===== src/rtl/register_pkg.sv =====
// Shared types and widths for the register writeback block.
package register_pkg;

  localparam int unsigned DATA_W         = 32;
  localparam int unsigned ADDR_L         = 32;
  localparam int unsigned ADDR_W         = $clog2(ADDR_L);
  localparam int unsigned FIFO_D_DEFAULT = 4;

  localparam logic [ADDR_W-1:0] ZERO_ADDR = '0;

  typedef struct packed {
    logic [ADDR_W-1:0] addr;
    logic [DATA_W-1:0] data;
  } wb_entry_t;

  localparam int unsigned ENTRY_W = $bits(wb_entry_t);

endpackage


===== src/rtl/register_writeback_if.sv =====
// Result, issue, query and register-file write signals of the writeback block.
interface register_writeback_if;
  import register_pkg::*;

  logic              p_valid;
  logic [ADDR_W-1:0] p_addr;
  logic [DATA_W-1:0] p_data;
  logic              s_valid;
  logic              s_ready;
  logic [ADDR_W-1:0] s_addr;
  logic [DATA_W-1:0] s_data;
  logic              iss_en;
  logic [ADDR_W-1:0] iss_addr;
  logic [ADDR_W-1:0] q1_addr;
  logic [ADDR_W-1:0] q2_addr;
  logic              q1_busy;
  logic              q2_busy;
  logic [ADDR_W-1:0] wr_addr;
  logic [DATA_W-1:0] wr_data;
  logic              wr_en;

  modport slave (
    input  p_valid, p_addr, p_data, s_valid, s_addr, s_data,
    input  iss_en, iss_addr, q1_addr, q2_addr,
    output s_ready, q1_busy, q2_busy, wr_addr, wr_data, wr_en
  );

  modport master (
    output p_valid, p_addr, p_data, s_valid, s_addr, s_data,
    output iss_en, iss_addr, q1_addr, q2_addr,
    input  s_ready, q1_busy, q2_busy, wr_addr, wr_data, wr_en
  );

endinterface


===== src/rtl/register_writeback_fifo.sv =====
// Circular buffer for buffered long-latency results; DEPTH must be a power of 2.
module register_writeback_fifo #(
  parameter int unsigned ENTRY_W = 8,
  parameter int unsigned DEPTH   = 4
) (
  input  logic               clk,
  input  logic               rst,
  input  logic               push,
  input  logic [ENTRY_W-1:0] push_data,
  input  logic               pop,
  output logic [ENTRY_W-1:0] pop_data,
  output logic               full,
  output logic               empty
);

  localparam int unsigned PTR_W = $clog2(DEPTH);
  localparam int unsigned CNT_W = PTR_W + 1;

  logic [ENTRY_W-1:0] mem [DEPTH];
  logic [PTR_W-1:0]   wr_ptr;
  logic [PTR_W-1:0]   rd_ptr;
  logic [CNT_W-1:0]   count;
  logic               push_ok;
  logic               pop_ok;

  assign full     = (count == CNT_W'(DEPTH));
  assign empty    = (count == '0);
  assign push_ok  = push && !full;
  assign pop_ok   = pop && !empty;
  assign pop_data = mem[rd_ptr];

  // Pointers wrap naturally because DEPTH is a power of 2.
  always_ff @(posedge clk) begin
    if (rst) begin
      wr_ptr <= '0;
      rd_ptr <= '0;
      count  <= '0;
    end else begin
      if (push_ok) wr_ptr <= wr_ptr + PTR_W'(1);
      if (pop_ok)  rd_ptr <= rd_ptr + PTR_W'(1);
      case ({push_ok, pop_ok})
        2'b10:   count <= count + CNT_W'(1);
        2'b01:   count <= count - CNT_W'(1);
        default: count <= count;
      endcase
    end
  end

  always_ff @(posedge clk) begin
    if (push_ok) mem[wr_ptr] <= push_data;
  end

endmodule


===== src/rtl/register_writeback.sv =====
// Writeback arbiter plus pending-register scoreboard for the register file write port.
// Optional macro REGISTER_WRITEBACK_BYPASS_EN lets an idle-path secondary result skip the FIFO.
module register_writeback
  import register_pkg::*;
#(
  parameter int unsigned FIFO_D = FIFO_D_DEFAULT
) (
  input logic                 clk,
  input logic                 rst,
  register_writeback_if.slave bus
);

  logic [ADDR_L-1:0] pend;
  logic [ADDR_L-1:0] pend_nxt;
  wb_entry_t         s_entry;
  wb_entry_t         head;
  wb_entry_t         ld_entry;
  logic              ld_valid;
  logic              ld_write;
  logic              clr_en;
  logic              fifo_full;
  logic              fifo_empty;
  logic              push;
  logic              pop;
  logic              bypass;
  logic [ADDR_W-1:0] wr_addr_q;
  logic [DATA_W-1:0] wr_data_q;
  logic              wr_en_q;

  assign s_entry     = '{addr: bus.s_addr, data: bus.s_data};
  assign bus.s_ready = !rst && !fifo_full;

`ifdef REGISTER_WRITEBACK_BYPASS_EN
  assign bypass = bus.s_valid && bus.s_ready && fifo_empty && !bus.p_valid;
`else
  assign bypass = 1'b0;
`endif

  assign push = bus.s_valid && bus.s_ready && !bypass;
  assign pop  = !bus.p_valid && !fifo_empty;

  register_writeback_fifo #(
    .ENTRY_W (ENTRY_W),
    .DEPTH   (FIFO_D)
  ) u_fifo (
    .clk       (clk),
    .rst       (rst),
    .push      (push),
    .push_data (s_entry),
    .pop       (pop),
    .pop_data  (head),
    .full      (fifo_full),
    .empty     (fifo_empty)
  );

  // Primary results win; otherwise the FIFO head, otherwise (bypass build) a fresh secondary.
  always_comb begin
    ld_valid = 1'b0;
    ld_entry = head;
    clr_en   = 1'b0;
    if (bus.p_valid) begin
      ld_valid = 1'b1;
      ld_entry = '{addr: bus.p_addr, data: bus.p_data};
    end else if (!fifo_empty) begin
      ld_valid = 1'b1;
      clr_en   = 1'b1;
    end else if (bypass) begin
      ld_valid = 1'b1;
      ld_entry = s_entry;
      clr_en   = 1'b1;
    end
  end

  assign ld_write = ld_valid && (ld_entry.addr != ZERO_ADDR);

  // Clear on the load edge, then set so a same-edge issue keeps the bit.
  always_comb begin
    pend_nxt = pend;
    if (clr_en) pend_nxt[ld_entry.addr] = 1'b0;
    if (bus.iss_en && (bus.iss_addr != ZERO_ADDR)) pend_nxt[bus.iss_addr] = 1'b1;
    pend_nxt[0] = 1'b0;
  end

  always_ff @(posedge clk) begin
    if (rst) begin
      pend <= '0;
    end else begin
      pend <= pend_nxt;
    end
  end

  always_ff @(posedge clk) begin
    if (rst) begin
      wr_en_q   <= 1'b0;
      wr_addr_q <= '0;
      wr_data_q <= '0;
    end else begin
      wr_en_q <= ld_write;
      if (ld_write) begin
        wr_addr_q <= ld_entry.addr;
        wr_data_q <= ld_entry.data;
      end
    end
  end

  assign bus.wr_en   = wr_en_q;
  assign bus.wr_addr = wr_addr_q;
  assign bus.wr_data = wr_data_q;
  assign bus.q1_busy = pend[bus.q1_addr];
  assign bus.q2_busy = pend[bus.q2_addr];

endmodule

===== src/flat_wrapper.sv =====
// flat-port wrapper written by rule: the top's interface ports become plain ports
module register_writeback_flat import register_pkg::*;
#(
  parameter int unsigned FIFO_D = FIFO_D_DEFAULT
)
  (clk, rst, bus_p_valid, bus_p_addr, bus_p_data, bus_s_valid, bus_s_addr, bus_s_data, bus_iss_en, bus_iss_addr, bus_q1_addr, bus_q2_addr, bus_s_ready, bus_q1_busy, bus_q2_busy, bus_wr_addr, bus_wr_data, bus_wr_en);
  register_writeback_if bus_i ();
  input logic clk;
  input logic rst;
  input wire logic [$bits(bus_i.p_valid)-1:0] bus_p_valid;
  input wire logic [$bits(bus_i.p_addr)-1:0] bus_p_addr;
  input wire logic [$bits(bus_i.p_data)-1:0] bus_p_data;
  input wire logic [$bits(bus_i.s_valid)-1:0] bus_s_valid;
  input wire logic [$bits(bus_i.s_addr)-1:0] bus_s_addr;
  input wire logic [$bits(bus_i.s_data)-1:0] bus_s_data;
  input wire logic [$bits(bus_i.iss_en)-1:0] bus_iss_en;
  input wire logic [$bits(bus_i.iss_addr)-1:0] bus_iss_addr;
  input wire logic [$bits(bus_i.q1_addr)-1:0] bus_q1_addr;
  input wire logic [$bits(bus_i.q2_addr)-1:0] bus_q2_addr;
  output wire logic [$bits(bus_i.s_ready)-1:0] bus_s_ready;
  output wire logic [$bits(bus_i.q1_busy)-1:0] bus_q1_busy;
  output wire logic [$bits(bus_i.q2_busy)-1:0] bus_q2_busy;
  output wire logic [$bits(bus_i.wr_addr)-1:0] bus_wr_addr;
  output wire logic [$bits(bus_i.wr_data)-1:0] bus_wr_data;
  output wire logic [$bits(bus_i.wr_en)-1:0] bus_wr_en;
  assign bus_i.p_valid = bus_p_valid;
  assign bus_i.p_addr = bus_p_addr;
  assign bus_i.p_data = bus_p_data;
  assign bus_i.s_valid = bus_s_valid;
  assign bus_i.s_addr = bus_s_addr;
  assign bus_i.s_data = bus_s_data;
  assign bus_i.iss_en = bus_iss_en;
  assign bus_i.iss_addr = bus_iss_addr;
  assign bus_i.q1_addr = bus_q1_addr;
  assign bus_i.q2_addr = bus_q2_addr;
  assign bus_s_ready = bus_i.s_ready;
  assign bus_q1_busy = bus_i.q1_busy;
  assign bus_q2_busy = bus_i.q2_busy;
  assign bus_wr_addr = bus_i.wr_addr;
  assign bus_wr_data = bus_i.wr_data;
  assign bus_wr_en = bus_i.wr_en;
  register_writeback #(.FIFO_D(FIFO_D)) u_core (.clk(clk), .rst(rst), .bus(bus_i));
endmodule

===== config.mk =====
export PLATFORM = sky130hd
export DESIGN_NAME = register_writeback_flat
export DESIGN_NICKNAME = d
export VERILOG_FILES = /design/src/rtl/register_pkg.sv /design/src/rtl/register_writeback_if.sv /design/src/rtl/register_writeback_fifo.sv /design/src/rtl/register_writeback.sv /design/src/flat_wrapper.sv
export SDC_FILE = /design/constraint.sdc
export NUM_CORES = 1
export LEC_CHECK = 0
export BUFFER_PORTS_ARGS = -buffer_cell sky130_fd_sc_hd__clkbuf_2
export CAP_MARGIN = 15
export CORE_ASPECT_RATIO = 0.7
export CORE_MARGIN = 2
export CORE_UTILIZATION = 47
export DETAILED_ROUTE_END_ITERATION = 7
export PLACE_DENSITY = 0.71
export RECOVER_POWER = 50
export SETUP_SLACK_MARGIN = 0.1
export SLEW_MARGIN = 30
export SYNTH_ARGS = -nofsm -noshare
export SYNTH_HDL_FRONTEND = slang
export SYNTH_SLANG_ARGS = --single-unit

===== constraint.sdc =====
create_clock -name clk -period 2.7 [get_ports clk]
set_clock_uncertainty 0.2 [all_clocks]
set_input_delay 0 -clock clk [delete_from_list [all_inputs] [get_ports clk]]
set_output_delay 0 -clock clk [all_outputs]
set_load 0.02 [all_outputs]

==> impl_metrics.toml <==
[run_status]
outcome = "finished clean"

[floorplan]
io_pins = 135
die_area_um2 = 21800
core-area_um2 = 20000
die_h_um = 124
row_count = 43
die_w_um = 176
initial_utilization_pct = 48.4

[route]
first_iter_violations = 697
drc_errors = 0
drtAntennaViolNets = 0
vias = 6616
wl_per_cell_um = 21.2
viasPerCell = 5.66
routed_wl_um = 24800
drt_pre_antenna_iters = 7

[job]
drv_cap = 0

[cells_and_area]
final_core_util_pct = 61.6
filler_cell_count = 1525
syn2layout_area_growth_pct = 27.2
drive_gt1_share_pct = 24.6
nets = 980

[timing]
post-route-min-period_ps = 2450
finalSetupTns_ps = 0
drv_slew = 0
max_freq_mhz = 408
holdWs_ps = 63.9
tightest_slew_ps = 819
fin_crit_sh_pct = 90.7
maxSlewHeadroom_pct = 45.3
rsz0062_at_grt = "no"
setup_violations = 0
hold_viol_final = 0
fin_ws_ps = 250

[min_path]
min_from = "bus_p_valid"
hold_depth = 4
whs_endpoint = "u_core.bus.wr_addr[0]"
hold_class = "in -> reg"

[logic_synthesis]
yosysWarningCount = 0
synth-seq-area-share_pct = 62.0
synthArstFlopShare_pct = 0
synthesis.area_um2 = 9690
ys_ff_latch = 226
synth_cell_types = 51
synth-edff-count = 148
synthCells = 648
synthFlopType = "edfxtp_1"
syn_nets = 748
syn_avg_cell_area_um2 = 15.0

[clocking]
tritoncts = "done"
clkTransAtPathRegs_ps = 60
cts_sinks = 226
root_buffer = "clkbuf_16"
insertion_delay_ps = 510
cts_buffers = 23
cts_max_level = 1
clock_path_buffers = 3

[place]
dp_hpwl_um = 15900
gp_congestion = 0.914
pre_cts_slack_ps = 129
numPortBuffers = 134

[grt]
grt_pass1_vias = 6733
grt_usage_pct = 22.5
gr-total-overflow = 0
grt_max_degree = 72
antenna_found_initial = 1
grt_pass1_wl_um = 37100

[worst_setup_path]
rrSetupSlack_ps = 250
crit_path_end_kind = "output pin"
r2r-end = "u_core.bus.wr_data[20]"
reg2reg_depth = 6
start_kind = "flop"
crit_arrival_ps = 2250
cp_max_fo = 3
critical_path_required_ps = 2500
worstSetupPathType = "reg -> out"

[power]
vdd_drop_max_v = 0.000474
powerDensity_nw_per_um2 = 818
leakagePower_nw = 4.21
==> metal layers <==
layer / global-route usage [%] / wire [um] / vias up
li1: - / - / 3012
met1: 31.6 / 11000 / 3247
met2: 35.9 / 11200 / 310
met3: 5.10 / 2140 / 47
met4: 6.10 / 459 / 0
met5: 0 / 0 / -
==> layout make-up <==
type	instances	area, um2	area share, %
Antenna cell	1	2.50	0.0203
Clock buffer	30	622	5.04
Clock inverter	12	116	0.944
Inverter	11	41.3	0.335
Multi-Input combinational cell	372	3460	28.0
Sequential cell	226	6010	48.7
Tap cell	270	338	2.74
Timing Repair Buffer	246	1740	14.1
==> worst max-delay path: stages, from the launching register on <==
cell and delay (ps):
dfxtp_1 320, mux4_2 510, mux4_2 480, mux2_2 280
clkbuf_2 150
==> Yosys cell counts, types with 6 or more instances <==
cell | number | area share [%]
mux2i_1 | 41 | 4.2
buf_2 | 8 | 0.41
edfxtp_1 | 148 | 46
nor2_1 | 27 | 1.0
a211oi_1 | 6 | 0.46
o21ai_1 | 8 | 0.41
inv_1 | 9 | 0.35
clkbuf_1 | 20 | 0.77
a21oi_1 | 31 | 1.6
mux4_2 | 55 | 13
a211oi_2 | 29 | 3.7
nand2_1 | 36 | 1.4
dfxtp_1 | 78 | 16
o21ai_0 | 22 | 1.1
nor3_1 | 43 | 2.2
==> power breakdown <==
part / internal, mW / switching [mW]
Combinational: 1.11 / 1.61
Clock: 1.82 / 1.31
Sequential: 4.03 / 0.206
Total: 6.96 / 3.12
==> sequential cells by signal, indices dropped and copies added, names as in the netlist, named ones only <==
| signal | flops |
|---|---|
| u_core.u_fifo.count | 3 |
| u_core.u_fifo.wr_ptr | 2 |
| u_core.u_fifo.mem | 148 |
| u_core.pend | 31 |
| u_core.bus.wr_data | 32 |
| u_core.bus.wr_en | 1 |
| u_core.u_fifo.rd_ptr | 2 |
| u_core.bus.wr_addr | 5 |
==> cells in the final DEF (no fill, tap or decap), types with 29 or more instances in the layout <==
cell	instances
a21oi_1	31
clkbuf_1	81
nand2_1	36
mux2i_1	41
nor3_1	43
clkbuf_2	58
a211oi_2	29
dfxtp_1	76
dlygate4sd3_1	90
edfxtp_1	148
mux4_2	55
==> cell families (layout without fill, tap and decap cells) <==
group / count (synthesis) / count (layout) / share of synthesized area (%)
AO/OA/AOI/OAI: 120 / 120 / 9.49
adder cells (fa/ha/maj): 6 / 6 / 0.852
buffers and inverters: 50 / 299 / 2.50
XOR/XNOR: 5 / 5 / 0.452
flip-flops: 226 / 226 / 62.0
AND/OR/NAND/NOR: 139 / 139 / 7.01
multiplexers: 102 / 102 / 17.7
other: 0 / 1 / 0
==> metrics by stage <==
| stage | instances | area, um2 | total power [mW] |
|---|---|---|---|
| after floorplan | 648 | 9700 | 6.15 |
| after global placement | 1032 | 10700 | 6.84 |
| after detailed placement | 1032 | 10700 | 6.95 |
| after CTS | 1163 | 12300 | 10.2 |
| after global routing | 1167 | 12300 | 10.5 |
| final | 1168 | 12300 | 10.1 |
==> how the worst max path moves through the flow <==
stage,start,end,depth (start not counted)
global placement,flop,u_core.pend[29],6
CTS,flop,u_core.bus.wr_data[31],6
finish,u_core.pend[14],bus_q2_busy,4
detailed placement,flop,u_core.bus.wr_data[0],6
global route,flop,u_core.bus.wr_data[8],6
floorplan,u_core.u_fifo.count[0],u_core.u_fifo.count[2],10
==> timing repair <==
item | CTS | global route
setup endpoints to repair | 0 | 42
setup buffers | 0 | 0
gates resized for setup | 0 | 6
hold buffers | 89 | 4
hold endpoints to repair | 218 | 24
Note: power is estimated with default switching activity, not from simulation.
